`src/rtl/bin_bcd_dabble.sv`:
```
// ---------------------------------------------------------------------------
// bin_bcd_dabble : sequential binary -> packed BCD converter (double dabble)
//
// One double-dabble iteration per clock. A conversion accepted at edge k
// registers its results at edge k+BIN_W, and done is high for the one cycle
// after that edge. The next conversion can be accepted BIN_W+2 edges after k.
//
// Parameters
//   BIN_W     : operand width (4..32)
//   DIGITS    : number of BCD result digits (1..10)
//   SIGNED_EN : 1 = operand is two's complement, converted as sign + magnitude
// Ports
//   Sys_CLK   : system clock, rising edge
//   Sys_RST_N : asynchronous active-low reset
//   start     : conversion request, only looked at while idle
//   data_bin  : operand, captured on the accepting edge
//   busy      : high from the accepting edge until the FSM is idle again
//   done      : one-cycle pulse, results valid
//   data_bcd  : packed 8421 BCD, least-significant digit in [3:0]
//   sign      : result is negative (always 0 when SIGNED_EN=0)
//   ovf       : magnitude needs more than DIGITS digits; data_bcd shows all 9s
//   ndig      : number of significant digits (1 for a zero result)
// ---------------------------------------------------------------------------

// Per-digit add-3 correction applied before each shift.
module bcd_dig_adj (
    input  logic [3:0] dig_i,
    output logic [3:0] dig_o
);
    always_comb dig_o = (dig_i >= 4'd5) ? dig_i + 4'd3 : dig_i;
endmodule

module bin_bcd_dabble #(
    parameter int BIN_W     = 20,
    parameter int DIGITS    = 7,
    parameter int SIGNED_EN = 0
) (
    input  logic                           Sys_CLK,
    input  logic                           Sys_RST_N,
    input  logic                           start,
    input  logic [BIN_W-1:0]               data_bin,
    output logic                           busy,
    output logic                           done,
    output logic [4*DIGITS-1:0]            data_bcd,
    output logic                           sign,
    output logic                           ovf,
    output logic [$clog2(DIGITS+1)-1:0]    ndig
);
    localparam int DW = 4 * DIGITS;
    localparam int CW = $clog2(BIN_W + 1);
    localparam int NW = $clog2(DIGITS + 1);

    typedef enum logic [1:0] {S_IDLE, S_SHIFT, S_DONE} state_t;

    state_t           state_q, state_d;
    logic [BIN_W-1:0] bin_q, bin_d;
    logic [DW-1:0]    dig_q, dig_d;
    logic [CW-1:0]    cnt_q, cnt_d;
    logic             ovf_int_q, ovf_int_d;
    logic             sign_int_q, sign_int_d;
    logic [DW-1:0]    bcd_q, bcd_d;
    logic             sign_q, sign_d;
    logic             ovf_q, ovf_d;
    logic [NW-1:0]    ndig_q, ndig_d;

    // One iteration: correct every digit, then shift {digits, operand} left.
    logic [DW-1:0]    dig_adj;
    logic [DW-1:0]    dig_sh;
    logic [BIN_W-1:0] bin_sh;
    logic             carry;
    logic             ovf_nx;
    logic [NW-1:0]    ndig_sh;
    logic             neg;
    logic [BIN_W-1:0] mag;

    for (genvar g = 0; g < DIGITS; g++) begin : g_dig
        bcd_dig_adj u_adj (
            .dig_i (dig_q[4*g +: 4]),
            .dig_o (dig_adj[4*g +: 4])
        );
    end

    // A corrected top digit >= 8 carries out on the shift, which is exactly
    // the case where the running value no longer fits in DIGITS digits.
    assign carry  = dig_adj[DW-1];
    assign dig_sh = {dig_adj[DW-2:0], bin_q[BIN_W-1]};
    assign bin_sh = {bin_q[BIN_W-2:0], 1'b0};
    assign ovf_nx = ovf_int_q | carry;

    always_comb begin
        ndig_sh = NW'(1);
        for (int i = 0; i < DIGITS; i++) begin
            if (dig_sh[4*i +: 4] != 4'd0) ndig_sh = NW'(i + 1);
        end
    end

    assign neg = (SIGNED_EN != 0) && data_bin[BIN_W-1];
    assign mag = neg ? (~data_bin + BIN_W'(1)) : data_bin;

    always_comb begin
        state_d    = state_q;
        bin_d      = bin_q;
        dig_d      = dig_q;
        cnt_d      = cnt_q;
        ovf_int_d  = ovf_int_q;
        sign_int_d = sign_int_q;
        bcd_d      = bcd_q;
        sign_d     = sign_q;
        ovf_d      = ovf_q;
        ndig_d     = ndig_q;
        case (state_q)
            S_IDLE: begin
                if (start) begin
                    bin_d      = mag;
                    sign_int_d = neg;
                    dig_d      = '0;
                    ovf_int_d  = 1'b0;
                    cnt_d      = '0;
                    state_d    = S_SHIFT;
                end
            end
            S_SHIFT: begin
                dig_d     = dig_sh;
                bin_d     = bin_sh;
                ovf_int_d = ovf_nx;
                cnt_d     = cnt_q + CW'(1);
                // Last iteration: publish the post-shift value on this edge.
                if (cnt_q == CW'(BIN_W - 1)) begin
                    state_d = S_DONE;
                    bcd_d   = ovf_nx ? {DIGITS{4'h9}} : dig_sh;
                    ovf_d   = ovf_nx;
                    sign_d  = sign_int_q;
                    ndig_d  = ovf_nx ? NW'(DIGITS) : ndig_sh;
                end
            end
            S_DONE:  state_d = S_IDLE;
            default: state_d = S_IDLE;
        endcase
    end

    always_ff @(posedge Sys_CLK or negedge Sys_RST_N) begin
        if (!Sys_RST_N) begin
            state_q    <= S_IDLE;
            bin_q      <= '0;
            dig_q      <= '0;
            cnt_q      <= '0;
            ovf_int_q  <= 1'b0;
            sign_int_q <= 1'b0;
            bcd_q      <= '0;
            sign_q     <= 1'b0;
            ovf_q      <= 1'b0;
            ndig_q     <= NW'(1);
        end else begin
            state_q    <= state_d;
            bin_q      <= bin_d;
            dig_q      <= dig_d;
            cnt_q      <= cnt_d;
            ovf_int_q  <= ovf_int_d;
            sign_int_q <= sign_int_d;
            bcd_q      <= bcd_d;
            sign_q     <= sign_d;
            ovf_q      <= ovf_d;
            ndig_q     <= ndig_d;
        end
    end

    assign busy     = (state_q != S_IDLE);
    assign done     = (state_q == S_DONE);
    assign data_bcd = bcd_q;
    assign sign     = sign_q;
    assign ovf      = ovf_q;
    assign ndig     = ndig_q;

endmodule

```
`config.mk`:
```
export PLATFORM = sky130hd
export DESIGN_NAME = bin_bcd_dabble
export DESIGN_NICKNAME = d
export VERILOG_FILES = /design/src/rtl/bin_bcd_dabble.sv
export SDC_FILE = /design/constraint.sdc
export NUM_CORES = 1
export LEC_CHECK = 0
export ABC_AREA = 0
export BUFFER_PORTS_ARGS = -buffer_cell sky130_fd_sc_hd__buf_2
export CELL_PAD_IN_SITES_DETAIL_PLACEMENT = 2
export CELL_PAD_IN_SITES_GLOBAL_PLACEMENT = 2
export CORE_MARGIN = 2
export CORE_UTILIZATION = 35
export DETAILED_ROUTE_END_ITERATION = 7
export PLACE_DENSITY = 0.75
export SLEW_MARGIN = 0
export SYNTH_ARGS = -nofsm -noshare
export SYNTH_HDL_FRONTEND = slang
export SYNTH_SLANG_ARGS = --single-unit
```
`constraint.sdc`:
```
create_clock -name Sys_CLK -period 2.7 [get_ports Sys_CLK]
set_clock_uncertainty 0.2 [all_clocks]
set_input_delay 0.54 -clock Sys_CLK [delete_from_list [all_inputs] [get_ports Sys_CLK]]
set_output_delay 0.54 -clock Sys_CLK [all_outputs]
set_load 0.02 [all_outputs]
```
* Word-level counts from Yosys, hierarchy flattened
Cells that the tools add are included.
** Cells by class
- Eq/ne operators :: 5
- $add $sub $neg :: 8
- Bitwise logic cells :: 1
- $lt $le $gt $ge :: 7
- Reduce and logical (&&, ||, !) cells :: 12
- Mux-type cells :: 26
** Operators by type and width (number)
- two-way mux 28 bit :: 2
- case mux 28 bit (2 select lines) :: 1
- case mux 20 bit (2 select lines) :: 1
- adder 4 x 2 -> 4 bit (second input constant) :: 7
- >= comparator 4 x 3 -> 1 bit (second input constant) :: 7
- two-way mux 4 bit :: 7
- nonzero test 4 bit :: 6
- two-way mux 20 bit :: 1
- two-way mux 3 bit :: 5
- case mux 5 bit (2 select lines) :: 1
- two-way mux 2 bit :: 4
- AND reduction 2 bit :: 3
- adder 5 x 1 -> 5 bit (second input constant) :: 1
- == test 5 bit (second input constant) :: 1
- two-way mux 5 bit :: 1
- inequality test 2 bit (second input constant) :: 2
- case mux 2 bit (2 select lines) :: 1
- nonzero test 2 bit :: 2
- == test 2 x 1 -> 1 bit (second input constant) :: 1
- == test 2 bit (second input constant) :: 1
- zero test 2 bit :: 1
- case mux 1 bit (2 select lines) :: 1
- two-way mux 1 bit :: 1
- bitwise OR 1 bit :: 1
** Storage, ports and cells
- Logic and storage cells :: 67
- Register bits :: 88
- Input port bits :: 23

* Longest topological paths before layout
Gate-level depths: netlist (run 1).
- Word-level depth :: 10
- Gate-level depth with buffers :: 9

* Hierarchy
From an unflattened synthesis (run 1), not the netlist that was laid out.
** Unflattened totals
- Cell total of the unflattened synthesis :: 450
- Area total of the unflattened synthesis :: 4301.6 um^2
** By module, submodules not included
- bin_bcd_dabble :: instances 1, area an instance 3592.2 um^2, cells an instance 338
- bcd_dig_adj :: instances 7, area an instance 101.3 um^2, cells an instance 16

* Worst setup path after synthesis (run 1)
Ideal clock, no wire load.
- Kind :: reg-to-reg
- Start :: register cnt_q[0]
- End :: register ndig_q[1] (netlist: ndig[1])
- Buffers on the path :: 0
- Setup slack :: 0.609 ns
- Data arrival time :: 1.764 ns
- Cell stages (with the launch flop) :: 10
- Cell sequence :: dfrtp_1 ha_1 nand2_2 nor3_4 nand2_4 clkinv_4 nand4bb_1 or4_4 nor2_2 a21oi_1
** Between the ends
- Longest elaborated chain between the ends :: 2
** Ends and longest elaborated chain
- from (decl) :: RTL line 58 : logic [CW-1:0] cnt_q, cnt_d;
- from (signal assigned) :: RTL line 157 : cnt_q <= cnt_d;
- == test 5 bit :: RTL line 128 : if (cnt_q == CW'(BIN_W - 1)) begin
- AND reduction 2 bit (no source line)
- to (signal assigned) :: RTL line 163 : ndig_q <= ndig_d;
- to (decl) :: RTL line 64 : logic [NW-1:0] ndig_q, ndig_d;
Every way passes these cells.
A chain may end at the register's enable or synchronous reset.

* Worst setup path in the final report (run 1)
Ends and elaborated chain as after synthesis.

==> impl_metrics.json, run 1 <==
{
  "outcome": "completed",
  "p_leak_nw": 2.17,
  "timing.final.crit_share_pct": 87.7,
  "synth_common_cells": "dfrtp_1, nand2_1, o21ai_0",
  "r2r_cells": 9,
  "startpoint_type": "flip-flop",
  "synth_compound_area_share_pct": 19.0,
  "wl_per_cell_um": 18.6,
  "totalWireLength_um": 12300,
  "final_area_sq_um": 5070,
  "final_layout_size_suffix_gt1_share_pct": 19.3,
  "critPathRequiredTime_ns": 2.73,
  "ys_seq_area_share_pct": 51.5,
  "ys_types": 47,
  "port_buffers": 56,
  "core_sq_um": 12000,
  "r2r_end": "ndig[1]",
  "crit_start": "cnt_q[0]",
  "clk_path_buf_depth": 2,
  "dpl_cell_area_sq_um": 4780,
  "multi_input_area_sq_um": 1930,
  "ant_nets": 0,
  "syn_area_sq_um": 4280,
  "min_period_ns": 2.37,
  "num_rows": 40,
  "clk_pin_slew_ns": 0.07,
  "htreeDepth": 3,
  "grt.overflow.total": 0,
  "clk_latency_ns": 0.35,
  "drtIter0Drc": 164,
  "critical_path_class": "reg2reg",
  "die_w_um": 115,
  "rsz0062_at_grt": "no",
  "end_kind": "flip-flop",
  "setup_viol": 0,
  "synth_warnings": 0,
  "fin_setup_tns_ns": 0,
  "hp-class": "in2reg",
  "maxCapViolations": 0,
  "cts_buffers": 9,
  "area_growth_pct": 18.4,
  "nFillCells": 1314,
  "slew_violations": 0,
  "avgSynthCellArea_sq_um": 9.49,
  "dp.final_hpwl_um": 8570,
  "ys.flop_type": "dfrtp_1",
  "drc": 0,
  "grt_max_degree": 63,
  "seqCellArea_sq_um": 2200,
  "cts.sinks": 88,
  "mappedNetlistNets": 489,
  "synth_mux_area_share_pct": 2.28,
  "synth_top_area_cell": "dfrtp_1",
  "fmax_ghz": 0.422,
  "crit_path_max_fanout": 19,
  "ys_top_cells_by_area": "dfrtp_1, o21ai_0, nand2_1",
  "reg2reg_slack_ns": 0.33,
  "initial_utilization_pct": 35.8,
  "cts_tree": "done",
  "synth_top_area_share_pct": 50.9,
  "die_y_um": 115,
  "synth_top_family_by_area": "compound AO/OA/AOI/OAI gates",
  "grt.total_usage_pct": 20.3,
  "netlist_instances": 451,
  "synth_fa_ha_area_share_pct": 4.38,
  "vias": 3634,
  "gp_congestion": 0.753,
  "synth_edf_count": 0,
  "cp.arrival_ns": 2.40,
  "grt_pass1_wl_um": 20700,
  "fin_cells": 660,
  "vias_per_cell": 5.51,
  "antenna_found_initial": 0,
  "ir_drop_mv": 0.459,
  "grt_pass1_vias": 3949,
  "diodes": 0,
  "synthMostInstantiatedCell": "dfrtp_1",
  "ys_seq_elements": 88,
  "crit_path_end": "ndig[1]",
  "timing.rr.start": "cnt_q[0]",
  "clock-root-buffer": "clkbuf_16",
  "finalHoldViolations": 0,
  "synth-xor-area-share_pct": 1.43,
  "dieArea_sq_um": 13100,
  "first_pass_iters": 4,
  "dp.cells": 643,
  "async_flop_share_pct": 100,
  "yosys.area_share.simple_pct": 17.6,
  "fin_nets": 546,
  "num_io_pins": 58,
  "power.density_nw_per_um2": 1220,
  "post_cts_buffers": 0
}
[how the worst min path moves through the flow]
stage / cells past startpoint / startpoint / slack (ns) / end
2_1_floorplan: 0 / Sys_RST_N / 0.04 / bin_q[0]
3_5_place_dp: 2 / data_bcd[13] / 0.27 / data_bcd[13]
5_1_grt: 2 / data_bin[0] / 0.22 / bin_q[0]
3_3_place_gp: 2 / data_bcd[13] / 0.26 / data_bcd[13]
4_1_cts: 2 / data_bin[0] / 0.22 / bin_q[0]
6_report: 2 / data_bin[0] / 0.23 / bin_q[0]
[layer usage]
| layer | vias to the layer above | GRT usage [%] | share of wire, % | wire length, um |
|---|---|---|---|---|
| met3 | 12 | 2.75 | 3.1 | 380 |
| met4 | 0 | 7.56 | 1.5 | 186 |
| met2 | 48 | 35.0 | 51 | 6220 |
| met5 | - | 0 | 0 | 0 |
| met1 | 1877 | 26.0 | 45 | 5520 |
| li1 | 1697 | - | - | - |
[cells in the final DEF (no fill, tap or decap), types with 2 or more instances in the layout]
| cell type | Yosys | layout |
|---|---|---|
| clkbuf_1 | 20 | 2 |
| and4_1 | 2 | 2 |
| mux2i_1 | 3 | 3 |
| o31ai_1 | 4 | 4 |
| xnor2_1 | 7 | 7 |
| or2_2 | 2 | 2 |
| nand3_1 | 6 | 6 |
| nand4_1 | 4 | 4 |
| nand3b_1 | 3 | 3 |
| a22oi_1 | 19 | 19 |
| mux2_2 | 6 | 6 |
| clkinvlp_4 | 0 | 4 |
| a22o_1 | 5 | 5 |
| buf_12 | 0 | 2 |
| o21ai_1 | 2 | 2 |
| buf_2 | 1 | 55 |
| inv_1 | 16 | 16 |
| ha_1 | 15 | 15 |
| buf_4 | 1 | 11 |
| o21ai_0 | 69 | 69 |
| dfrtp_1 | 87 | 87 |
| nor3_1 | 8 | 8 |
| nor3b_1 | 12 | 12 |
| a31oi_1 | 13 | 13 |
| nand2_1 | 71 | 71 |
| clkbuf_16 | 0 | 9 |
| a21oi_1 | 20 | 20 |
| nor2_1 | 20 | 20 |
| nor2b_1 | 5 | 5 |
| nand2b_1 | 8 | 8 |
| o22ai_1 | 2 | 2 |
[layout make-up]
cell class,instances,share of cell area [%]
clock buffer,12,4.86
clock inverter,4,0.592
inverter,17,1.36
multi-input combinational,323,38.0
sequential,88,43.5
tap,147,3.63
timing repair buffer,69,8.05
[what timing repair did]
action	in CTS	in global routing
setup endpoints to repair	0	0
resized for setup	0	0
hold buffers	1	0
hold endpoints to repair	26	0
[report_power, final]
group | leakage, nW | total, W | switching (W) | internal [W]
Sequential | 1.07 | 0.00229 | 0.000452 | 0.00184
Clock | 0.121 | 0.00120 | 0.000548 | 0.000650
Combinational | 0.978 | 0.00267 | 0.00163 | 0.00104
Total | 2.17 | 0.00616 | 0.00263 | 0.00353
[metrics by stage]
| stage | setup slack [ns] | utilization (%) | power, W | hold WS, ns |
|---|---|---|---|---|
| after floorplan | 0.609 | - | 0.00405 | 0.0444 |
| after detailed placement | 0.325 | 40.0 | 0.00502 | 0.270 |
| final | 0.332 | 42.4 | 0.00616 | 0.230 |
| after global routing | 0.182 | 42.4 | 0.00667 | 0.224 |
| after CTS | 0.310 | 42.4 | 0.00627 | 0.217 |
| after global placement | 0.440 | 40.0 | 0.00482 | 0.260 |
[worst max-delay path, stage by stage, from the launching register on]
cell,delay [ns]
dfrtp_1,0.39
ha_1,0.25
nand2_2,0.08
nor3_4,0.18
nand2_4,0.21
clkinv_4,0.09
nand4bb_1,0.13
or4_4,0.52
nor2_2,0.12
a21oi_1,0.08
[logic make-up after synthesis]
logic type	Yosys count
DFF	88
adders and majority gates	15
and+or+nand+nor	151
muxes	9
buffers and inverters	40
other	1
xor gates and xnor gates	7
AOI/OAI and AO/OA	140
[sequential cells by signal, summed over array words and instances, names as in the netlist]
register / count
bin_q: 20
cnt_q: 5
data_bcd: 28
dig_q: 28
ndig: 3
ovf: 1
ovf_int_q: 1
state_q: 2
(Power assumes the default switching activity.)
==> run 2: changes to the inputs <==
--- a/config.mk
+++ b/config.mk
@@ -9,6 +9,7 @@
 export BUFFER_PORTS_ARGS = -buffer_cell sky130_fd_sc_hd__buf_2
 export CELL_PAD_IN_SITES_DETAIL_PLACEMENT = 2
 export CELL_PAD_IN_SITES_GLOBAL_PLACEMENT = 2
+export CORE_ASPECT_RATIO = 1.5
 export CORE_MARGIN = 2
 export CORE_UTILIZATION = 35
 export DETAILED_ROUTE_END_ITERATION = 7
==> run 2 against run 1 <==
Routed wire length shrank 1.9%. Design area is 1.1% higher. Cell count is 1.1% higher. Die area grew 0.14%. Clock power rose by 15%. Non-clock buffer count increased by 1. Critical path type unchanged. Highest routed layer unchanged.
==> impl_metrics.json, run 2 (synthesis gave the netlist of run 1 again) <==
{
  "fin_nets": 547,
  "nFillCells": 1336,
  "htreeDepth": 3,
  "totalWireLength_um": 12100,
  "dpl_cell_area_sq_um": 4780,
  "slew_violations": 0,
  "dp_slack_ns": 0.357,
  "clk_path_buf_depth": 2,
  "maxCapViolations": 0,
  "clk_pin_slew_ns": 0.06,
  "drtIter0Drc": 100,
  "antenna_found_initial": 0,
  "clk_latency_ns": 0.34,
  "final_layout_size_suffix_gt1_share_pct": 19.8,
  "grt.overflow.total": 0,
  "power.density_nw_per_um2": 1240,
  "vias": 3586,
  "reg2reg_slack_ns": 0.37,
  "num_io_pins": 58,
  "r2r_cells": 8,
  "rsz0062_at_grt": "no",
  "worstMarginPinSlew_ns": 0.555,
  "diodes": 0,
  "finalHoldViolations": 0,
  "p_leak_nw": 2.21,
  "initial_utilization_pct": 35.8,
  "cp.arrival_ns": 2.39,
  "cts.sinks": 88,
  "area_growth_pct": 19.8,
  "fin_setup_tns_ns": 0,
  "min_period_ns": 2.33,
  "cts_tree": "done",
  "critical_path_class": "reg2reg",
  "core_sq_um": 12000,
  "die_y_um": 139,
  "timing.final.crit_share_pct": 86.1,
  "ir_drop_mv": 0.469,
  "die_w_um": 94.3,
  "final_area_sq_um": 5130,
  "setup_viol": 0,
  "critPathRequiredTime_ns": 2.77,
  "cts_buffers": 9,
  "dp.final_hpwl_um": 8630,
  "grt_max_degree": 51,
  "grt_pass1_vias": 3973,
  "post-route-worst-setup-slack_ns": 0.374,
  "grt_pass1_wl_um": 20100,
  "gp_congestion": 0.726,
  "whs_path_depth": 2,
  "first_pass_iters": 4,
  "outcome": "completed",
  "num_rows": 49,
  "clock-root-buffer": "clkbuf_16",
  "vias_per_cell": 5.38,
  "ant_nets": 0,
  "hp-class": "in2reg",
  "maxSlewHeadroom_pct": 63.0,
  "grt.total_usage_pct": 19.7,
  "startpoint_type": "flip-flop",
  "layout_common_cells": "dfrtp_1, nand2_1, o21ai_0",
  "port_buffers": 56,
  "wl_per_cell_um": 18.1,
  "end_kind": "flip-flop",
  "dieArea_sq_um": 13100,
  "fmax_ghz": 0.430,
  "crit_path_max_fanout": 5,
  "layout_commonest_cell": "dfrtp_1",
  "drc": 0
}
run 2: critical path: stages (launching register included):
cell      delay, ns
dfrtp_1        0.41
inv_1          0.11
ha_1           0.26
nand2b_1       0.11
a21oi_1        0.30
mux2_2         0.42
and4_1         0.19
and2_1         0.13
a21oi_1        0.12
run 2: stage by stage:
stage               utilization (%)  std cells  hold slack (ns)  total power (W)
floorplan                         -        451           0.0444          0.00405
global placement               40.0        650            0.245          0.00481
detailed placement             40.0        650            0.270          0.00501
CTS                            42.9        667            0.225          0.00645
global route                   42.9        667            0.228          0.00686
finish                         42.9        667            0.232          0.00633
run 2: power by group:
part / internal (W) / switching [W]
registers: 0.00184 / 0.000451
clock network: 0.000860 / 0.000524
logic: 0.00104 / 0.00162
run 2: cell type report:
type	count	area (sq um)	area share [%]
clock inverter	5	78.8	1.54
timing repair buffer	70	403	7.86
inverter	17	68.8	1.34
multi-input combinational	323	1930	37.6
sequential	88	2200	43.0
clock buffer	11	253	4.93
tap	153	191	3.73
run 2: per-layer routing:
| layer | up-vias | part of all wire [%] | GRT usage (%) |
|---|---|---|---|
| met5 | - | 0 | 0 |
| met4 | 0 | 2.0 | 6.64 |
| met3 | 16 | 3.5 | 2.98 |
| met2 | 67 | 54 | 36.6 |
| met1 | 1804 | 40 | 22.5 |
| li1 | 1699 | - | - |
run 2: worst paths after layout:
path                                   start      endpoint
worst min register to register  data_bcd[13]  data_bcd[13]
worst max-delay path               dig_q[16]       ndig[2]
max in group asynchronous          Sys_RST_N       ndig[0]
worst max register to register     dig_q[16]       ndig[2]
worst min-delay path             data_bin[0]      bin_q[0]
min in group asynchronous          Sys_RST_N     dig_q[21]
run 2: what timing repair did:
action,CTS,global route
resized for setup,0,0
hold endpoints to repair,1,0
hold buffers,1,0
buffers inserted,0,0
==> run 3: changes to the inputs <==
--- a/config.mk
+++ b/config.mk
@@ -5,7 +5,7 @@
 export SDC_FILE = /design/constraint.sdc
 export NUM_CORES = 1
 export LEC_CHECK = 0
-export ABC_AREA = 0
+export ABC_AREA = 1
 export BUFFER_PORTS_ARGS = -buffer_cell sky130_fd_sc_hd__buf_2
 export CELL_PAD_IN_SITES_DETAIL_PLACEMENT = 2
 export CELL_PAD_IN_SITES_GLOBAL_PLACEMENT = 2
@@ -13,7 +13,7 @@
 export CORE_MARGIN = 2
 export CORE_UTILIZATION = 35
 export DETAILED_ROUTE_END_ITERATION = 7
-export PLACE_DENSITY = 0.75
+export PLACE_DENSITY = 0.76
 export SLEW_MARGIN = 0
 export SYNTH_ARGS = -nofsm -noshare
 export SYNTH_HDL_FRONTEND = slang
==> run 3 against run 2 <==
The run now ends with hold timing left. Power rose by 13%. Global-route usage increased by 1.6 points. Routed wire length rose by 7.4%. Count of clock-buffer cells in the layout decreased by 1. Via count is 3.2% higher.
==> impl_metrics.json, run 3 <==
{
  "seqCellArea_sq_um": 2200,
  "power.density_nw_per_um2": 1400,
  "grt.overflow.total": 0,
  "whs_ns": -0.0127,
  "grt_pass1_vias": 4332,
  "timing.rr.start": "dig_q[24]",
  "finalHoldViolations": 17,
  "area_growth_pct": 17.2,
  "gp_congestion": 0.807,
  "drtIter0Drc": 122,
  "vias": 3700,
  "synth_top_area_cell": "dfrtp_1",
  "use_met1_pct": 24.4,
  "grt_max_degree": 42,
  "final_layout_size_suffix_gt1_share_pct": 20.7,
  "ys_seq_elements": 88,
  "die_w_um": 95.2,
  "clk_path_buf_depth": 2,
  "mappedNetlistNets": 540,
  "final_core_utilization_pct": 41.5,
  "min_period_ns": 2.30,
  "rsz0062_at_grt": "no",
  "dp.cells": 705,
  "vias_per_cell": 5.13,
  "violations": "hold timing",
  "ys.flop_type": "dfrtp_1",
  "maxSlewHeadroom_pct": 62.8,
  "synthMostInstantiatedCell": "nand2_1",
  "timing.final.crit_share_pct": 85.4,
  "post_cts_buffers": 0,
  "outcome": "finished, violations left",
  "diodes": 0,
  "synth_common_cells": "nand2_1, dfrtp_1, inv_1",
  "crit_path_max_fanout": 11,
  "initial_utilization_pct": 35.4,
  "clk_latency_ns": 0.34,
  "cts.sinks": 88,
  "crit_start": "dig_q[24]",
  "cts_resized": 0,
  "worstMarginPinSlew_ns": 0.556,
  "layout_commonest_cell": "nand2_1",
  "cts_buffers": 9,
  "cp.arrival_ns": 2.33,
  "startpoint_type": "flip-flop",
  "dpl_cell_area_sq_um": 4830,
  "synth_warnings": 0,
  "end_kind": "flip-flop",
  "slew_violations": 0,
  "fin_setup_tns_ns": 0,
  "ys_types": 39,
  "first_pass_iters": 5,
  "critical_path_class": "reg2reg",
  "dieArea_sq_um": 13400,
  "async_flop_share_pct": 100,
  "maxCapViolations": 0,
  "layout_common_cells": "nand2_1, dfrtp_1, buf_2",
  "antenna_found_initial": 0,
  "ir_drop_mv": 0.551,
  "avgSynthCellArea_sq_um": 8.70,
  "setup_viol": 0,
  "clk_pin_slew_ns": 0.06,
  "ys_seq_area_share_pct": 50.5,
  "clock-root-buffer": "clkbuf_16",
  "hp-class": "in2async",
  "cts_tree": "done",
  "dp.final_hpwl_um": 9680,
  "fin_nets": 598,
  "drc": 0,
  "fin_cells": 721,
  "num_rows": 50,
  "die_y_um": 141,
  "htreeDepth": 3,
  "grt_pass1_wl_um": 21900,
  "ys_top_cells_by_area": "dfrtp_1, nand2_1, ha_1",
  "syn_area_sq_um": 4370,
  "ant_nets": 0,
  "core_sq_um": 12300,
  "critPathRequiredTime_ns": 2.72,
  "num_io_pins": 58,
  "multi_input_area_sq_um": 1800,
  "busiest_layer": "met2",
  "final_area_sq_um": 5120,
  "p_leak_nw": 2.56,
  "fmax_ghz": 0.434,
  "grt_use_met2_pct": 39.3,
  "wl_per_cell_um": 18.0,
  "grt.total_usage_pct": 21.3,
  "totalWireLength_um": 13000,
  "nFillCells": 1399,
  "gr-usage-met3_pct": 2.94,
  "synth_edf_count": 0,
  "netlist_instances": 502,
  "synth_top_area_share_pct": 49.9,
  "port_buffers": 56,
  "hold_buffers": 0
}
## run 3: cell count changes after synthesis, sizes merged, moves of 12 or more
| cell | change |
|---|---|
| o21ai | -29 |
| nand2 | +60 |
| o22ai | +12 |
| o211ai | +15 |
| nand3 | +18 |
| a31oi | -13 |
| clkbuf | -16 |
| inv | +49 |
| nor3b | -12 |
## run 3: kinds of logic (layout without fill, tap and decap cells)
logic type               count (synthesis)  count (layout)  share of synthesized area (%)
AO/OA/AOI/OAI                          110             110                           15.8
XOR/XNOR                                 7               7                           1.40
adder cells (fa/ha/maj)                 15              15                           4.30
buffers and inverters                   86             149                           8.34
flip-flops                              88              88                           50.5
multiplexers                             1               1                          0.229
other                                    1               1                         0.0859
AND/OR/NAND/NOR                        194             194                           19.4
## run 3: critical path, stage by stage (launching register included)
cell and delay (ns):
dfrtp_1 0.39, inv_2 0.11, ha_1 0.17, inv_1 0.04
nand2_1 0.12, nand2_1 0.07, nand3_1 0.08, nand3_1 0.39
a21oi_2 0.29, nand2_1 0.13, nor2_2 0.13, a21boi_1 0.08
## run 3: routing by layer
layer,vias up,part of all wire (%),wire [um]
met1,1856,40,5230
met4,0,1.9,246
met2,55,55,7130
met3,17,2.6,342
met5,-,0,0
li1,1772,-,-
## run 3: area by class of cell
class	instances	share of cell area, %
Multi-Input combinational cell	328	35.2
Sequential cell	88	43.1
Tap cell	156	3.81
Inverter	68	4.99
Timing Repair Buffer	65	7.33
Clock buffer	10	4.47
Clock inverter	6	1.17
## run 3: final timing paths
| path | to | slack [ns] | cells past startpoint |
|---|---|---|---|
| setup reg to reg | ndig[2] | 0.40 | 11 |
| hold reg to reg | bin_q[8] | 0.28 | 2 |
| hold / removal | dig_q[5] | -0.01 | 1 |
| min in group Sys_CLK | bin_q[3] | 0.21 | 3 |
| max in group asynchronous | ndig[0] | 1.66 | 2 |
| setup / recovery | ndig[2] | 0.40 | 11 |
## run 3: power breakdown
part,total (W),switching (W),internal (W)
Combinational,0.00361,0.00244,0.00117
Sequential,0.00234,0.000418,0.00193
Clock,0.00123,0.000514,0.000712
## run 3: stage by stage
stage	power [W]	setup WS, ns	hold WS, ns
after global placement	0.00583	0.536	0.260
after CTS	0.00732	0.361	0.00224
after detailed placement	0.00605	0.373	0.272
after floorplan	0.00479	0.887	0.0444
after global routing	0.00786	0.156	0.0182
final	0.00718	0.395	-0.0127
